`src/rtl/audio_pkg.sv`:
```
// Shared types and constants for the codec audio path (DAC serializer, later the ADC receiver).
package audio_pkg;

  typedef enum logic [1:0] {
    IDLE,
    LEFT,
    RIGHT
  } state_t;

  localparam int SLOT_BITS   = 32;
  localparam int FRAME_BCLKS = 64;

endpackage

```
`src/rtl/sample_fifo.sv`:
```
// Synchronous sample FIFO with wrap-bit pointers; full/empty come straight from the pointers.
module sample_fifo #(
  parameter int W     = 32,
  parameter int DEPTH = 4
) (
  input  logic                     clk,
  input  logic                     reset,
  input  logic                     push,
  input  logic [W-1:0]             wdata,
  input  logic                     pop,
  output logic                     full,
  output logic                     empty,
  output logic [$clog2(DEPTH):0]   level,
  output logic [W-1:0]             head
);

  localparam int AW = $clog2(DEPTH);

  logic [W-1:0] mem [DEPTH];
  logic [AW:0]  wr_ptr;
  logic [AW:0]  rd_ptr;
  logic         do_push;
  logic         do_pop;

  assign do_push = push && !full;
  assign do_pop  = pop && !empty;
  assign level   = wr_ptr - rd_ptr;
  assign empty   = (wr_ptr == rd_ptr);
  assign full    = (wr_ptr[AW] != rd_ptr[AW]) && (wr_ptr[AW-1:0] == rd_ptr[AW-1:0]);
  assign head    = mem[rd_ptr[AW-1:0]];

  // Storage is not reset; only the pointers define what is valid.
  always_ff @(posedge clk) begin
    if (do_push) mem[wr_ptr[AW-1:0]] <= wdata;
  end

  always_ff @(posedge clk) begin
    if (!reset) begin
      wr_ptr <= '0;
      rd_ptr <= '0;
    end else begin
      if (do_push) wr_ptr <= wr_ptr + (AW+1)'(1);
      if (do_pop)  rd_ptr <= rd_ptr + (AW+1)'(1);
    end
  end

endmodule

```
`src/rtl/audio_dac_serializer.sv`:
```
// WM8731 left-justified DAC serializer: bit-clock master, mono sample sent on both channels.
module audio_dac_serializer
  import audio_pkg::*;
#(
  parameter int SAMPLE_W   = 32,
  parameter int BCLK_HALF  = 8,
  parameter int FIFO_DEPTH = 4
) (
  input  logic                          clk,
  input  logic                          reset,
  input  logic [SAMPLE_W-1:0]           sample_in,
  input  logic                          sample_valid,
  output logic                          sample_ready,
  input  logic                          mute,
  output logic [$clog2(FIFO_DEPTH):0]   fifo_level,
  output logic                          underflow,
  output logic                          AUD_BCLK,
  output logic                          AUD_DACLRCK,
  output logic                          AUD_DACDAT
);

  localparam int DIV_W = (BCLK_HALF > 1) ? $clog2(BCLK_HALF) : 1;
  localparam int BIT_W = $clog2(FRAME_BCLKS / 2);

  state_t              state;
  logic [DIV_W-1:0]    div_cnt;
  logic [BIT_W-1:0]    bit_cnt;
  logic [SAMPLE_W-1:0] frame_reg;
  logic [SAMPLE_W-1:0] shift_reg;
  logic                frame_uf;

  logic                fifo_full;
  logic                fifo_empty;
  logic [SAMPLE_W-1:0] fifo_head;
  logic                push;
  logic                pop;
  logic                half_done;
  logic                fall_event;
  logic                slot_end;
  logic                frame_start;
  logic                right_start;
  logic [SAMPLE_W-1:0] left_word;
  logic [SAMPLE_W-1:0] right_word;

  sample_fifo #(
    .W     (SAMPLE_W),
    .DEPTH (FIFO_DEPTH)
  ) u_fifo (
    .clk   (clk),
    .reset (reset),
    .push  (push),
    .wdata (sample_in),
    .pop   (pop),
    .full  (fifo_full),
    .empty (fifo_empty),
    .level (fifo_level),
    .head  (fifo_head)
  );

  assign sample_ready = !fifo_full;
  assign push         = sample_valid && !fifo_full;
  assign half_done    = (div_cnt == DIV_W'(BCLK_HALF - 1));
  assign fall_event   = half_done && AUD_BCLK;
  assign slot_end     = (bit_cnt == BIT_W'(SLOT_BITS - 1));
  assign frame_start  = fall_event && ((state == IDLE) || ((state == RIGHT) && slot_end));
  assign right_start  = fall_event && (state == LEFT) && slot_end;
  assign pop          = frame_start && !fifo_empty;
  // An underflowed frame keeps the stale frame_reg, so frame_uf must silence the right slot too.
  assign left_word    = (mute || fifo_empty) ? '0 : fifo_head;
  assign right_word   = (mute || frame_uf)   ? '0 : frame_reg;

  always_ff @(posedge clk) begin
    if (!reset) begin
      div_cnt  <= '0;
      AUD_BCLK <= 1'b0;
    end else if (half_done) begin
      div_cnt  <= '0;
      AUD_BCLK <= ~AUD_BCLK;
    end else begin
      div_cnt  <= div_cnt + DIV_W'(1);
    end
  end

  // Everything codec-facing moves on BCLK falls so the codec samples mid-bit on the rise.
  always_ff @(posedge clk) begin
    if (!reset) begin
      state       <= IDLE;
      bit_cnt     <= '0;
      frame_reg   <= '0;
      shift_reg   <= '0;
      frame_uf    <= 1'b0;
      AUD_DACLRCK <= 1'b0;
      AUD_DACDAT  <= 1'b0;
      underflow   <= 1'b0;
    end else begin
      underflow <= 1'b0;
      if (frame_start) begin
        state       <= LEFT;
        bit_cnt     <= '0;
        AUD_DACLRCK <= 1'b1;
        shift_reg   <= left_word;
        AUD_DACDAT  <= left_word[SAMPLE_W-1];
        frame_uf    <= fifo_empty;
        underflow   <= fifo_empty;
        if (!fifo_empty) frame_reg <= fifo_head;
      end else if (right_start) begin
        state       <= RIGHT;
        bit_cnt     <= '0;
        AUD_DACLRCK <= 1'b0;
        shift_reg   <= right_word;
        AUD_DACDAT  <= right_word[SAMPLE_W-1];
      end else if (fall_event && (state != IDLE)) begin
        bit_cnt     <= bit_cnt + BIT_W'(1);
        shift_reg   <= shift_reg << 1;
        AUD_DACDAT  <= shift_reg[SAMPLE_W-2];
      end
    end
  end

endmodule
```
`config.mk`:
```
export PLATFORM = sky130hd
export DESIGN_NAME = audio_dac_serializer
export DESIGN_NICKNAME = d
export VERILOG_FILES = /design/src/rtl/audio_pkg.sv /design/src/rtl/sample_fifo.sv /design/src/rtl/audio_dac_serializer.sv
export SDC_FILE = /design/constraint.sdc
export NUM_CORES = 1
export LEC_CHECK = 0
export BUFFER_PORTS_ARGS = -buffer_cell sky130_fd_sc_hd__buf_2
export CAP_MARGIN = 20
export CORE_ASPECT_RATIO = 1.4
export CORE_UTILIZATION = 57
export DETAILED_ROUTE_END_ITERATION = 8
export PLACE_DENSITY_LB_ADDON = 0.25
export SLEW_MARGIN = 30
export SYNTH_ARGS = -nofsm -noshare
export SYNTH_HDL_FRONTEND = slang
export SYNTH_SLANG_ARGS = --single-unit
```
`constraint.sdc`:
```
create_clock -name clk -period 5.5 [get_ports clk]
set_input_delay 0.825 -clock clk [delete_from_list [all_inputs] [get_ports clk]]
set_output_delay 0.825 -clock clk [all_outputs]
set_load 0.05 [all_outputs]
```
Word-level counts from Yosys, hierarchy flattened
Memories as Yosys holds them, arrays and structs flattened. A register that Yosys moved wholly into a read port is not among the register bits.
Cells that the tools add are included.
{ "totals": {"ff_bits": 84, "mem_bits_rw": 128, "inputBits": 36, "out_inout_bits": 8, "wordCells": 70, "memories": 1} }
{ "mem_list": {"columns": ["name", "depth", "width", "rd", "rd_clocked_by_memory_dff", "wr", "line", "rtl"], "rows": [
  ["u_fifo.mem", 4, 32, 1, 1, 1, "sample_fifo.sv:19", "logic [W-1:0] mem [DEPTH];"]
]} }
{ "op_classes": {"n_addsub": 5, "n_eq_ne": 7, "muxes": 16, "bitwise": 3, "n_reduce_logical": 25} }
{ "ops": {"columns": ["operator", "n"], "rows": [
  ["$mux 31", 3],
  ["$mux 32", 2],
  ["$logic_and 1x1->1", 11],
  ["$add 3x1->3 const B", 3],
  ["$mux 1", 9],
  ["$add 5x1->5 const B", 1],
  ["$eq 5x5->1 const B", 1],
  ["$mux 2", 2],
  ["$reduce_and 2->1", 2],
  ["$reduce_bool 2->1", 2],
  ["$reduce_or 2->1", 2],
  ["$eq 3x3->1", 1],
  ["$eq 3x3->1 const B", 1],
  ["$logic_or 1x1->1", 3],
  ["$not 1->1", 3],
  ["$reduce_bool 3->1", 1],
  ["$reduce_or 3->1", 1],
  ["$sub 3x3->3", 1],
  ["$eq 2x1->1 const B", 1],
  ["$eq 2x2->1", 1],
  ["$eq 2x2->1 const B", 1],
  ["$logic_not 1->1", 2],
  ["$logic_not 2->1", 1],
  ["$ne 1x1->1", 1]
]} }

Logic depth before layout (Yosys ltp)
Gate-level depths: netlist (run 1).
{ "depth": {"ltp_word": 8, "mapped_depth": 9, "ltp_nobuf": 7} }

By module
A second synthesis (run 1) with hierarchy kept.
{ "unflattened": {"cells_unflattened": 655, "hier_area_um2": 8645.8} }
{ "by_module_without_submodules": {"columns": ["mod", "instances", "cells_each", "area_per_inst_um2", "seq_area_each_um2"], "rows": [
  ["sample_fifo", 1, 236, 5243.8, 4003.8],
  ["audio_dac_serializer", 1, 419, 3402.0, 1541.5]
]} }

Worst setup path before layout (run 1)
Ideal clock, no wire load.
{ "synth_timing": {"path_kind": "register to output", "start": "register u_fifo.wr_ptr[0]", "end": "output port fifo_level[2]", "t_arrival_ns": 1.832, "t_required_ns": 4.675, "setup_slack_ns": 2.843, "path_stages_with_launch": 5, "path_buffers": 0, "cell_sequence": "dfxtp_1 > inv_1 > ha_1 > fa_1 > xnor2_1"} }
{ "synth_via": {"elab_chain_len": 1} }
{ "synth_lines": {"columns": ["element", "line", "rtl"], "rows": [
  ["start: declaration", "sample_fifo.sv:20", "logic [AW:0] wr_ptr;"],
  ["start signal: assignment", "sample_fifo.sv:42", "if (do_push) wr_ptr <= wr_ptr + (AW+1)'(1);"],
  ["$sub 3x3->3", "sample_fifo.sv:27", "assign level = wr_ptr - rd_ptr;"],
  ["end: declaration", "audio_dac_serializer.sv:15", "output logic [$clog2(FIFO_DEPTH):0] fifo_level,"]
]} }
No other way between the ends.

Worst setup path after layout (run 1)
Ends and elaborated chain as after synthesis.

==> results.txt, run 1 <==
outcome: finished, final reports clean
Layout area overhead: 12.2%
commonest cells after routing, fill and taps aside: 128 x edfxtp_1, 83 x dfxtp_1, 70 x nand2_1
antenna-violating nets left: 0
worst rel slew slack: 38.8%
Lkg Pwr: 3.42 nW
H-tree levels: 1
kind of critical path: flop to output pin
Unique masters post-synth: 35
register area: 0.00555 mm2
worst slack, placed: 2.77 ns
die area: 0.0160 mm2
P per Cell Area: 350 mW/mm2
RSZ-0062 raised after global routing: no
vias: 5522
core box area: 0.0151 mm2
clk_lat worst skew: 0.50 ns
WHS Path Cells: 2
final instance area: 0.00989 mm2
Worst Hold Endpoint: frame_reg[11]$_SDFFE_PN0P_
leading cell type in the layout, fill and taps excluded: edfxtp_1
DR pass1 iterations: 5
CTS-repair resized insts: 0
routed wire length: 17300 um
register bit total from synthesis: 213
CTS tree: done
Slew @ Worst Pin: 0.918 ns
hold path start: frame_reg[11]$_SDFFE_PN0P_
vias per cell: 6.12
hold crit path type: flop to flop
setup_tns: 0 ns
skew final: 0.0185 ns
DPL Wire Length: 9760 um
Die X: 107 um
crit start category: flop
Final Hold Slack: 0.447 ns
Fin. Hold Viols: 0
GRT Overall Usage: 22.1%
Max Cap Viol: 0
# diodes: 0
worst r2r src: div_cnt[0]$_SDFF_PP0_
CTS Buf Count: 21
drt drc: 0
number of flip-flops in the largest register: 128
fmax: 0.348 GHz
Die Y-Extent: 149 um
fin cells: 902
Req. time, crit path: 4.68 ns
Synth warnings: 0
Mapped Cells: 672
Multi-input gate area: 0.00299 mm2
clk slew on worst S/H paths: 0.06 ns
vias in the first global route: 5653
largest net degree at the start of global routing: 81
post-synthesis sequential area ratio: 62.9%
PnR worst setup slack: 2.63 ns
Final period util: 52.3%
IO Pins: 44
layout net count: 743
Setup crit end kind: output pin
post-CTS setup buffer count: 0
GPL Wtd Cong: 0.746
Port Buf Inserts: 43
worst reg2reg setup slack: 2.70 ns
Reg2Reg Capture Point: shift_reg[16]$_SDFFE_PN0P_
Root Buffer: clkbuf_16
# setup viols final: 0
first-pass GRT wire length: 27800 um
Post-Syn Nets: 720
hold_buf cts: 0
Worst Reg-to-Reg Cells: 8
Initial DRC Count: 378
WL/cell: 19.1 um
crit path DAT: 2.05 ns
crit-path max FO: 4
final core utilization: 65.7%
IR drop worst, VDD: 292 uV
fillers: 1058
post-layout power: 3.46 mW
Synth Area per Inst: 13.1 um2
layout cell share with drive strength beyond 1: 18.2%
FP Rows: 53
Placed Instances: 864
Starting Density: 58.5%
clk sinks: 213
clock buffer depth: 3
initial antenna violation count: 0
Congestion Overflow GR: 0
synthesized area: 0.00881 mm2
Period minus WS final: 2.87 ns
max-slew violation count: 0
placed inst area: 0.00912 mm2
-- worst max-delay path, stage by stage (launching register included) --
cell and delay [ns]:
dfxtp_1 0.38, inv_1 0.11, ha_1 0.21, fa_1 0.39, xnor2_1 0.17, buf_2 0.28
-- metal layers --
metal  part of all wire [%]  global-route usage [%]
met5                      0                       0
met4                    1.8                    8.90
met3                    4.9                    3.36
met2                     52                    38.9
met1                     41                    27.3
-- synth_stat cells --
master	number	area [um2]
nand2b_1	1	6.26
o2111ai_2	1	15.0
or3_1	1	6.26
nor2b_1	4	25.0
nor2_1	8	30.0
fa_1	1	20.0
nand2_1	71	267
and3b_1	2	17.5
o21ai_0	64	320
o2111a_2	1	12.5
xnor2_1	6	52.6
buf_6	2	22.5
nand4_1	1	6.26
a21boi_1	32	240
a31oi_1	32	200
and2_1	9	56.3
a21boi_0	34	255
and4_1	31	272
ha_1	11	138
buf_2	12	60.1
and3_1	2	12.5
xor2_1	2	17.5
o211ai_1	2	15.0
xor2_2	1	16.3
buf_4	3	22.5
mux2i_1	5	50.1
clkbuf_1	38	143
inv_1	9	33.8
mux4_2	32	721
dfxtp_1	85	1700
o21a_1	2	15.0
a21oi_1	32	160
nand3_1	5	25.0
edfxtp_1	128	3840
nor3b_1	2	15.0
-- final cells by class --
cell class | count | area share, %
Clock buffer | 22 | 5.35
Timing Repair Buffer | 55 | 3.11
Clock inverter | 16 | 2.43
Tap cell | 192 | 2.43
Sequential cell | 213 | 56.1
Multi-Input combinational cell | 395 | 30.2
Inverter | 9 | 0.342
-- cell families after synthesis --
group	synth area share, %
DFF	62.9
adders and majority gates	1.79
xor gates and xnor gates	0.980
buffers and inverters	3.19
AOI/OAI and AO/OA	14.0
and+or+nand+nor	8.38
muxes	8.75
-- how the worst max path moves through the flow --
| stage | from | to | slack, ns | depth (start not counted) |
|---|---|---|---|---|
| 6_report | u_fifo.wr_ptr[0]$_SDFFE_PN0P_ | fifo_level[2] | 2.63 | 5 |
| 5_1_grt | div_cnt[0]$_SDFF_PP0_ | shift_reg[27]$_SDFFE_PN0P_ | 2.50 | 8 |
| 3_5_place_dp | div_cnt[0]$_SDFF_PP0_ | shift_reg[0]$_SDFFE_PN0P_ | 2.77 | 8 |
| 2_1_floorplan | u_fifo.wr_ptr[0]$_SDFFE_PN0P_ | fifo_level[2] | 2.84 | 4 |
| 4_1_cts | u_fifo.wr_ptr[0]$_SDFFE_PN0P_ | fifo_level[2] | 2.62 | 5 |
| 3_3_place_gp | div_cnt[0]$_SDFF_PP0_ | shift_reg[28]$_SDFFE_PN0P_ | 2.89 | 8 |
-- report_power, final --
part | switching [mW] | total, mW | internal (mW)
Clock | 0.590 | 1.58 | 0.985
Combinational | 0.0864 | 0.132 | 0.0458
Sequential | 0.0127 | 1.76 | 1.74
Total | 0.689 | 3.46 | 2.77
(Power assumes the default switching activity.)
==> inputs of run 2 (changes only) <==
==> constraint.sdc (replaced) <==
create_clock -name clk -period 3 [get_ports clk]
set_input_delay 0.45 -clock clk [delete_from_list [all_inputs] [get_ports clk]]
set_output_delay 0.45 -clock clk [all_outputs]
set_load 0.05 [all_outputs]
==> run 2 against run 1 <==
Cell area is 0.14% higher. Count of clock-buffer cells in the layout up 6. Cell count up 0.33%. First-iteration DRC count up 16%. Critical path depth unchanged. Register-to-register slack worse by 2.0 ns. Total power up 78%. Sequential power increased by 83%. Via count grew 0.49%.
==> results.txt, run 2 (synthesis gave the netlist of run 1 again) <==
outcome: finished, final reports clean
layout cell share with drive strength beyond 1: 18.0%
commonest cells after routing, fill and taps aside: 128 x edfxtp_1, 84 x dfxtp_1, 71 x nand2_1
layout net count: 747
max-slew violation count: 0
vias in the first global route: 5581
final instance area: 0.00990 mm2
Req. time, crit path: 2.55 ns
FP Rows: 53
crit path capture: fifo_level[2]
Congestion Overflow GR: 0
placed inst area: 0.00919 mm2
largest net degree at the start of global routing: 65
antenna-violating nets left: 0
Gate power share: 4.0%
Period minus WS final: 2.43 ns
number of flip-flops in the largest register: 128
PnR worst setup slack: 0.572 ns
first-pass GRT wire length: 28400 um
RSZ-0062 raised after global routing: no
crit start category: flop
worst r2r src: bit_cnt[0]$_SDFFE_PP0P_
clock share of power: 43.9%
CTS Buf Count: 20
crit path DAT: 1.98 ns
Sw Pwr: 1.23 mW
kind of critical path: flop to output pin
# setup viols final: 0
CTS-repair resized insts: 0
Internal: 4.95 mW
proportion of power drawn by flip-flops and latches: 52.1%
post-layout power: 6.18 mW
Fin. Hold Viols: 0
GRT Overall Usage: 22.7%
IR drop worst, VDD: 607 uV
core box area: 0.0151 mm2
vias: 5549
clk_lat worst skew: 0.50 ns
fmax: 0.412 GHz
P per Cell Area: 624 mW/mm2
Root Buffer: clkbuf_16
# diodes: 0
GPL Wtd Cong: 0.752
CP Launch Point: u_fifo.wr_ptr[0]$_SDFFE_PN0P_
Setup crit end kind: output pin
drt drc: 0
Worst Reg-to-Reg Cells: 8
DPL Wire Length: 10100 um
Die X: 107 um
IO Pins: 44
switch share: 19.9%
Reg2Reg Capture Point: shift_reg[14]$_SDFFE_PN0P_
hold crit path type: primary input to flop
die area: 0.0160 mm2
Die Y-Extent: 149 um
post-CTS setup buffer count: 0
leading cell type in the layout, fill and taps excluded: edfxtp_1
Max Cap Viol: 0
clk slew on worst S/H paths: 0.06 ns
H-tree levels: 1
worst reg2reg setup slack: 0.73 ns
worst slack, placed: 0.795 ns
initial antenna violation count: 0
vias per cell: 6.13
routed wire length: 17400 um
Layout area overhead: 12.4%
Port Buf Inserts: 43
worst rel slew slack: 57.0%
DR pass1 iterations: 5
CTS tree: done
WL/cell: 19.3 um
Lkg Pwr: 3.43 nW
Starting Density: 58.5%
Initial DRC Count: 437
skew final: 0.0167 ns
Final period util: 80.9%
setup_tns: 0 ns
hold_buf cts: 0
clock buffer depth: 3
Slew @ Worst Pin: 0.645 ns
crit-path max FO: 4
clk sinks: 213
[run 2: cell types whose count changed in the layout (fill, tap and decap cells not counted), sizes merged]
cell      before  now
clkinv         7    3
bufinv         6    4
inv           10    9
buf           55   60
clkinvlp       2    1
clkbuf        22   28
[run 2: power by group through the flow]
stage | Combinational [mW] | Clock, mW | Sequential, mW
2_1_floorplan | 0.144 | 0 | 3.28
3_3_place_gp | 0.241 | 0 | 3.27
3_5_place_dp | 0.249 | 0 | 3.28
4_1_cts | 0.251 | 2.74 | 3.22
5_1_grt | 0.271 | 2.86 | 3.22
6_report | 0.249 | 2.71 | 3.22
[run 2: worst max-delay path: stages (launching register included)]
cell and delay [ns]:
dfxtp_1 0.36, inv_1 0.11, ha_1 0.20, fa_1 0.39, xnor2_1 0.15, buf_2 0.27
[run 2: worst min path at each step]
| stage | start | to | slack, ns | cells past startpoint |
|---|---|---|---|---|
| 3_5_place_dp | div_cnt[0]$_SDFF_PP0_ | div_cnt[0]$_SDFF_PP0_ | 0.42 | 1 |
| 5_1_grt | sample_in[14] | u_fifo.mem[3][14]$_DFFE_PP_ | 0.15 | 1 |
| 3_3_place_gp | div_cnt[0]$_SDFF_PP0_ | div_cnt[0]$_SDFF_PP0_ | 0.41 | 1 |
| 2_1_floorplan | div_cnt[0]$_SDFF_PP0_ | div_cnt[0]$_SDFF_PP0_ | 0.40 | 1 |
| 4_1_cts | sample_in[17] | u_fifo.mem[0][17]$_DFFE_PP_ | 0.16 | 1 |
| 6_report | sample_in[14] | u_fifo.mem[2][14]$_DFFE_PP_ | 0.17 | 1 |
[run 2: layer usage]
metal,track usage (%),wire length [um],vias to the layer above
li1,-,-,2587
met1,30.0,7330,2780
met2,40.0,9060,159
met3,2.97,800,23
met4,5.27,246,0
met5,0,0,-
[run 2: stage by stage]
stage | instances | hold slack (ns) | utilization (%)
floorplan | 672 | 0.403 | -
global placement | 869 | 0.411 | 61.1
detailed placement | 869 | 0.417 | 61.1
CTS | 905 | 0.159 | 65.8
global route | 905 | 0.154 | 65.8
finish | 905 | 0.165 | 65.8
[run 2: layout make-up]
| type | count | area [um2] |
|---|---|---|
| inverter | 9 | 33.8 |
| clock buffer | 28 | 563 |
| clock inverter | 8 | 151 |
| multi-input combinational | 395 | 2990 |
| fill | 1056 | 5150 |
| timing repair buffer | 60 | 380 |
| sequential | 213 | 5550 |
| tap | 192 | 240 |
==> inputs of run 3 (changes only) <==
--- a/config.mk
+++ b/config.mk
@@ -8,7 +8,7 @@
 export BUFFER_PORTS_ARGS = -buffer_cell sky130_fd_sc_hd__buf_2
 export CAP_MARGIN = 20
 export CORE_ASPECT_RATIO = 1.4
-export CORE_UTILIZATION = 57
+export CORE_UTILIZATION = 55
 export DETAILED_ROUTE_END_ITERATION = 8
 export PLACE_DENSITY_LB_ADDON = 0.25
 export SLEW_MARGIN = 30
==> constraint.sdc (replaced) <==
create_clock -name clk -period 2 [get_ports clk]
set_input_delay 0.3 -clock clk [delete_from_list [all_inputs] [get_ports clk]]
set_output_delay 0.3 -clock clk [all_outputs]
set_load 0.05 [all_outputs]
==> run 3 against run 2 <==
The flow now finishes with violations (setup timing). Non-clock buffer count increased by 12. Wire length increased by 2.6%. Cell count increased by 1.8%. Global-route usage decreased by 0.83 points. Critical path type unchanged. Largest cell class unchanged.
==> results.txt, run 3 (synthesis gave the netlist of run 1 again) <==
WHS Path Cells: 1
commonest cells after routing, fill and taps aside: 128 x edfxtp_1, 78 x dfxtp_1, 70 x nand2_1
clk slew on worst S/H paths: 0.06 ns
max-slew violation count: 0
CTS Buf Count: 20
initial antenna violation count: 0
Slew @ Worst Pin: 0.546 ns
IO Pins: 44
vias per cell: 6.08
largest net degree at the start of global routing: 81
crit path DAT: 1.73 ns
IR drop worst, VDD: 981 uV
skew final: 0.00711 ns
kind of critical path: flop to output pin
FP Rows: 54
layout net count: 759
failing checks: setup timing
met3 Use GR: 2.82%
Lkg Pwr: 3.54 nW
leading cell type in the layout, fill and taps excluded: edfxtp_1
layer with the highest usage: met2
die area: 0.0165 mm2
setup_tns: -0.0264 ns
GPL Wtd Cong: 0.748
Setup crit end kind: output pin
clk_lat worst skew: 0.49 ns
first-pass GRT wire length: 27800 um
met1 Usage GRT: 28.2%
Port Buf Inserts: 43
hold crit path type: primary input to flop
CTS tree: done
Cell Chain, Critical Path: inv_4 -> ha_4 -> fa_2 -> inv_2 -> buf_6
worst r2r src: bit_cnt[0]$_SDFFE_PP0P_
worst rel slew slack: 63.4%
Root Buffer: clkbuf_16
DPL Wire Length: 10100 um
Initial DRC Count: 472
# setup viols final: 1
drt drc: 0
routed wire length: 17900 um
Worst Hold Endpoint: u_fifo.mem[3][9]$_DFFE_PP_
antenna-violating nets left: 0
vias in the first global route: 5501
Layout area overhead: 16.9%
Starting Density: 56.5%
CP bufs+invs: 3
fillers: 1079
PnR worst setup slack: -0.0264 ns
crit-path max FO: 2
Congestion Overflow GR: 0
worst reg2reg setup slack: 0.07 ns
crit start category: flop
Slowest cell on crit path: fa_2
crit-path leading delay family: adder cells
Die X: 109 um
Worst Reg-to-Reg Cells: 8
outcome: complete, but fails checks
met2 Usage GRT: 38.5%
Fin. Hold Viols: 0
hold path start: sample_in[9]
# diodes: 0
P per Cell Area: 883 mW/mm2
number of flip-flops in the largest register: 128
clock buffer depth: 3
Period minus WS final: 2.03 ns
clk sinks: 213
DR pass1 iterations: 5
Max Cap Viol: 0
WL/cell: 19.4 um
post-layout power: 9.10 mW
CP max stage delay: 0.52 ns
vias: 5600
Final period util: 101%
RSZ-0062 raised after global routing: yes
Die Y-Extent: 152 um
H-tree levels: 1
Req. time, crit path: 1.70 ns
GRT Overall Usage: 21.9%
core box area: 0.0156 mm2
layout cell share with drive strength beyond 1: 24.3%
fmax: 0.493 GHz
Reg2Reg Capture Point: shift_reg[16]$_SDFFE_PN0P_
run 3: cell count changes in the layout (fill, tap and decap cells not counted), moves of 5 or more:
cell,previous run,this run
o21ai_0,64,53
a31oi_1,32,25
o21ai_1,0,11
inv_1,9,4
dfxtp_1,84,78
clkinvlp_4,0,5
dfxtp_2,1,6
a31oi_2,0,7
buf_12,3,13
run 3: worst max-delay path by stage:
stage                                             start  cells after the start  slack (ns)                    endpoint
after global routing      u_fifo.wr_ptr[0]$_SDFFE_PN0P_                      5       -0.05               fifo_level[1]
after floorplan           u_fifo.rd_ptr[1]$_SDFFE_PN0P_                      5        0.02  u_fifo.mem[3][0]$_DFFE_PP_
after CTS                 u_fifo.wr_ptr[0]$_SDFFE_PN0P_                      5       -0.02               fifo_level[1]
after global placement          bit_cnt[0]$_SDFFE_PP0P_                      8        0.11     AUD_DACDAT$_SDFFE_PN0P_
final                     u_fifo.wr_ptr[0]$_SDFFE_PN0P_                      5       -0.03               fifo_level[1]
after detailed placement        bit_cnt[0]$_SDFFE_PP0P_                      8        0.04     bit_cnt[2]$_SDFFE_PP0P_
run 3: area by class of cell:
type	count	area, um2	share of cell area, %
well taps	196	245	2.38
clock buffers	24	557	5.40
flip-flops and latches	213	5560	53.9
multi-input cells	395	3100	30.1
repair buffers	72	676	6.56
inverters	9	40.0	0.389
clock inverters	12	128	1.24
run 3: timing repair:
| item | 4_1_cts | 5_1_grt |
|---|---|---|
| gates resized for setup | 10 | 36 |
| buffers inserted | 2 | 1 |
| hold buffers | 0 | 0 |
| endpoints found under the setup margin | 2 | 45 |
| pin swaps | 1 | 1 |
| cloned | 0 | 4 |
run 3: per-stage QoR:
stage / utilization, % / cell area [um2] / setup slack (ns) / instances / hold slack (ns)
final: 66.0 / 10300 / -0.0264 / 921 / 0.0144
after global routing: 66.0 / 10300 / -0.0547 / 921 / 0.00554
after CTS: 64.8 / 10100 / -0.0248 / 916 / 0.00743
after detailed placement: 60.2 / 9390 / 0.0397 / 878 / 0.442
after global placement: 60.2 / 9390 / 0.114 / 878 / 0.413
after floorplan: - / 8860 / 0.0157 / 672 / 0.399
run 3: per-layer routing:
| layer | vias to the layer above | routed length [um] |
|---|---|---|
| met5 | - | 0 |
| li1 | 2622 | - |
| met1 | 2772 | 7220 |
| met3 | 32 | 744 |
| met4 | 0 | 411 |
| met2 | 174 | 9510 |
run 3: worst reg2reg max path, cell delays in order (launching register included):
cell      delay, ns
dfxtp_2        0.33
ha_1           0.20
and3_1         0.18
ha_1           0.20
and3_4         0.21
buf_12         0.17
a21boi_0       0.30
o21ai_0        0.14
a21oi_1        0.13
run 3: power by group:
part / internal [mW] / total, mW / switching, mW / leakage, nW
combinational: 0.159 / 0.407 / 0.249 / 1.35
clock: 2.26 / 3.86 / 1.60 / 0.327
sequential: 4.79 / 4.83 / 0.0366 / 1.86
